$ cat src/rtl/muxn_and_reg.sv
// Registered N-way mux followed by a bitwise AND gate. The result is held in a
// two-entry main/skid buffer so the upstream ready never depends on the downstream ready.
module muxn_and_reg #(
    parameter  int WIDTH  = 1,
    parameter  int NUM_IN = 2,
    localparam int SEL_W  = $clog2(NUM_IN)
) (
    input  logic                    clk_i,
    input  logic                    rst_i,
    input  logic [NUM_IN*WIDTH-1:0] i_i,
    input  logic [SEL_W-1:0]        s_i,
    input  logic [WIDTH-1:0]        b_i,
    input  logic                    valid_i,
    output logic                    ready_o,
    output logic [WIDTH-1:0]        y_o,
    output logic                    valid_o,
    input  logic                    ready_i
);

    logic [WIDTH-1:0] res;
    logic             accept;
    logic             main_free;

    logic             main_vld_q, main_vld_d;
    logic [WIDTH-1:0] main_dat_q, main_dat_d;
    logic             skid_vld_q, skid_vld_d;
    logic [WIDTH-1:0] skid_dat_q, skid_dat_d;

    // Select codes with no matching channel leave res at zero.
    always_comb begin
        res = '0;
        for (int k = 0; k < NUM_IN; k++) begin
            if (s_i == SEL_W'(k)) begin
                res = i_i[k*WIDTH +: WIDTH] & b_i;
            end
        end
    end

    assign ready_o   = !rst_i && !skid_vld_q;
    assign accept    = valid_i && ready_o;
    assign main_free = !main_vld_q || ready_i;

    always_comb begin
        main_vld_d = main_vld_q;
        main_dat_d = main_dat_q;
        skid_vld_d = skid_vld_q;
        skid_dat_d = skid_dat_q;
        if (main_free) begin
            if (skid_vld_q) begin
                main_vld_d = 1'b1;
                main_dat_d = skid_dat_q;
                skid_vld_d = accept;
                if (accept) begin
                    skid_dat_d = res;
                end
            end else if (accept) begin
                main_vld_d = 1'b1;
                main_dat_d = res;
            end else begin
                main_vld_d = 1'b0;
            end
        end else if (accept) begin
            skid_vld_d = 1'b1;
            skid_dat_d = res;
        end
    end

    always_ff @(posedge clk_i) begin
        if (rst_i) begin
            main_vld_q <= 1'b0;
            main_dat_q <= '0;
            skid_vld_q <= 1'b0;
            skid_dat_q <= '0;
        end else begin
            main_vld_q <= main_vld_d;
            main_dat_q <= main_dat_d;
            skid_vld_q <= skid_vld_d;
            skid_dat_q <= skid_dat_d;
        end
    end

    assign y_o     = main_dat_q;
    assign valid_o = main_vld_q;

endmodule

$ cat config.mk
export PLATFORM = sky130hd
export DESIGN_NAME = muxn_and_reg
export DESIGN_NICKNAME = d
export VERILOG_FILES = /design/src/rtl/muxn_and_reg.sv
export SDC_FILE = /design/constraint.sdc
export NUM_CORES = 1
export LEC_CHECK = 0
export CAP_MARGIN = 20
export CORE_AREA = 5 5 42 44
export CTS_CLUSTER_DIAMETER = 200
export DETAILED_ROUTE_END_ITERATION = 12
export DIE_AREA = 0 0 47 49
export PLACE_DENSITY_LB_ADDON = 0.08
export SYNTH_ARGS = -nofsm -noshare
export SYNTH_HDL_FRONTEND = slang
export SYNTH_SLANG_ARGS = --single-unit
$ cat constraint.sdc
create_clock -name clk_i -period 1.2 [get_ports clk_i]
set_input_delay 0.24 -clock clk_i [delete_from_list [all_inputs] [get_ports clk_i]]
set_output_delay 0.24 -clock clk_i [all_outputs]
set_load 0.01 [all_outputs]
==> metrics.txt <==
fin crit share=93.3%; Leakage=0.000156 uW; DR vias/cell=3.94; Antenna Nets Post-Route=0; routability-driven placement congestion ratio=0.659; Starting Density=14.2%; critical path cell sequence=clkdlybuf4s50_1 -> mux2_4 -> a211oi_2 -> nor4_2; pwr dens=1080 mW/mm^2; Area Growth Syn to Fin=80.5%; clock latency on the worst-skew pair=0.23 ns; vias in the first global route=214; Yosys warning total=0; Max FO, Critical Path=2; Yosys top cell by area=dfxtp_1; Cell Rows=14; most frequent cells in the layout=clkdlybuf4s50_1, dfxtp_1, clkbuf_4, buf_4; Max Cap Viol=0; main area contributors after synthesis=dfxtp_1, mux2_4, a211oi_2, nand2b_1, nor4_2; Die X=47 um; clock slew at reported path FFs=0.04 ns; Die Y=49 um; via count=205; Core ar.=0.00140 sq mm; Post-CTS Setup Bufs=0; post-route cell area=359 sq um; Hold Fails Final Rpt=0; Post-DP HPWL=410 um; clock skew=0.00152 ns; Fmax=0.893 GHz; first-pass GRT wire length=759 um; hold path start=skid_dat_q; adder-cell share of the synthesized area=0%; largest family of logic cells by synthesized area=simple AND/OR/NAND/NOR gates; outcome=complete, no violations; CTS tree=built; total congestion overflow=0; final setup violating endpoints=0; FILL cells=166; CTS Sinks=4; Synth Register Bits=4; largest net degree at the start of global routing=5; max incr delay on CP=0.39 ns; Min Hold Slack=0.476 ns; Top Ports=11; crit path capture type=register; initial antenna violation count=0; arrival time at the worst endpoint=1.24 ns; Post-Synth XOR/XNOR Area=0%; Post-Place Cell Area=342 sq um; share of layout cells above drive strength 1=30.6%; Die Area=0.00230 sq mm; RSZ-0062 raised after global routing=false; area of the multi-input gates=119 sq um; Root Buffer=clkbuf_4; Worst VDD drop=320 uV; Worst Setup SP=i_i[0]; DRC viols=0; final wirelength=497 um; Rel. slew slack=85.5%; worst-margin pin slew=0.217 ns; Setup crit start kind=primary input; CP Buf/Inv Count=1; Cell variety after synth=14; Mapped Nets=28; Pre-antenna DRT Iters=2; crit path time final=1.12 ns; CTS Buffer Depth=2; First DRT Iteration DRCs=1; Simple-Gate Fraction of Synth Area=33.3%; Slew Limit Fails=0; diode count=0; Reg area=80.1 sq um; synthesized area=199 sq um; slowest CP cell=clkdlybuf4s50_1; multiplexer area fraction after synthesis=7.55%; sequential share of the synthesized area=40.3%; TritonCTS Buffers=3; syn_area_per_cell=9.95 sq um; GRT Resource Usage Total=5.00%; most common cell after layout, fill and taps aside=clkdlybuf4s50_1; critical register-to-register path startpoint=valid_o; Final Net Count=46; Synth Area in Compound Gates=18.9%; CP top delay family=buffers and inverters; Worst Path Required=1.32 ns; CTS H-tree depth=1; share of the synthesized area in the top cell type=40.3%; cell count after synthesis=20; worst hold path class=register to register; Avg WL per Cell=9.56 um; port buffer count=10; WS Path Type=primary input to register
[worst reg2reg max path: cells and delay by family, from the launching register on]
family	cells	cell delay, ns
AO/OA/AOI/OAI	1	0.08
AND/OR/NAND/NOR	2	0.49
flip-flops	1	0.33
[area by class of cell]
| class | instances | share of cell area, % |
|---|---|---|
| multi-input cells | 16 | 33.1 |
| repair buffers | 13 | 32.8 |
| flip-flops and latches | 4 | 22.3 |
| clock buffers | 3 | 6.27 |
| well taps | 16 | 5.57 |
[routing by layer]
layer	global-route usage (%)	vias up	share of wire (%)
li1	-	108	-
met1	4.82	90	44
met2	6.33	7	47
met3	2.21	0	9.5
met4	6.91	0	0
met5	0	-	0
[path summary, 6_finish.rpt]
| check | endpoint | slack, ns | cells after the start |
|---|---|---|---|
| max | y_o | 0.08 | 4 |
| min | skid_dat_q | 0.48 | 2 |
| max reg2reg | y_o | 0.22 | 3 |
| min reg2reg | skid_dat_q | 0.48 | 2 |
[cell families after synthesis]
group | count (synthesis)
simple gates | 10
compound gates | 5
flops | 4
mux | 1
[sequential cells by signal, indices dropped and copies added, names as in the netlist]
register	count
valid_o	1
skid_dat_q	1
skid_vld_q	1
y_o	1
[power breakdown]
part	internal (uW)	switching, uW
Combinational	48.1	28.4
Sequential	140	2.95
Clock	112	55.2
[per-stage QoR]
stage                     setup TNS (ns)  setup WS (ns)  total power (uW)  cells  utilization, %
final                                  0         0.0800               387     52            25.6
after floorplan                        0          0.253               177     20               -
after detailed placement          -0.700         -0.330               229     49            24.4
after global placement            -0.733         -0.342               229     49            24.4
after global routing                   0         0.0533               408     52            25.6
after CTS                              0         0.0123               401     52            25.4
[synthesized netlist by cell type]
| cell | instances |
|---|---|
| o21ai_0 | 1 |
| nand2b_1 | 2 |
| a211oi_2 | 1 |
| o21ba_1 | 1 |
| dfxtp_1 | 4 |
| nor2_1 | 2 |
| nor3_1 | 1 |
| mux2_4 | 1 |
| nor2b_1 | 1 |
| nand4_1 | 1 |
| nor3b_1 | 1 |
| nor2b_2 | 1 |
| a21oi_1 | 2 |
| nor4_2 | 1 |
[what timing repair did]
item | 4_1_cts | 5_1_grt
endpoints found under the hold margin | 0 | 0
pin swaps | 1 | 2
hold buffers | 0 | 0
gates resized for setup | 6 | 1
setup endpoints to repair | 4 | 1
(Power assumes the default switching activity.)
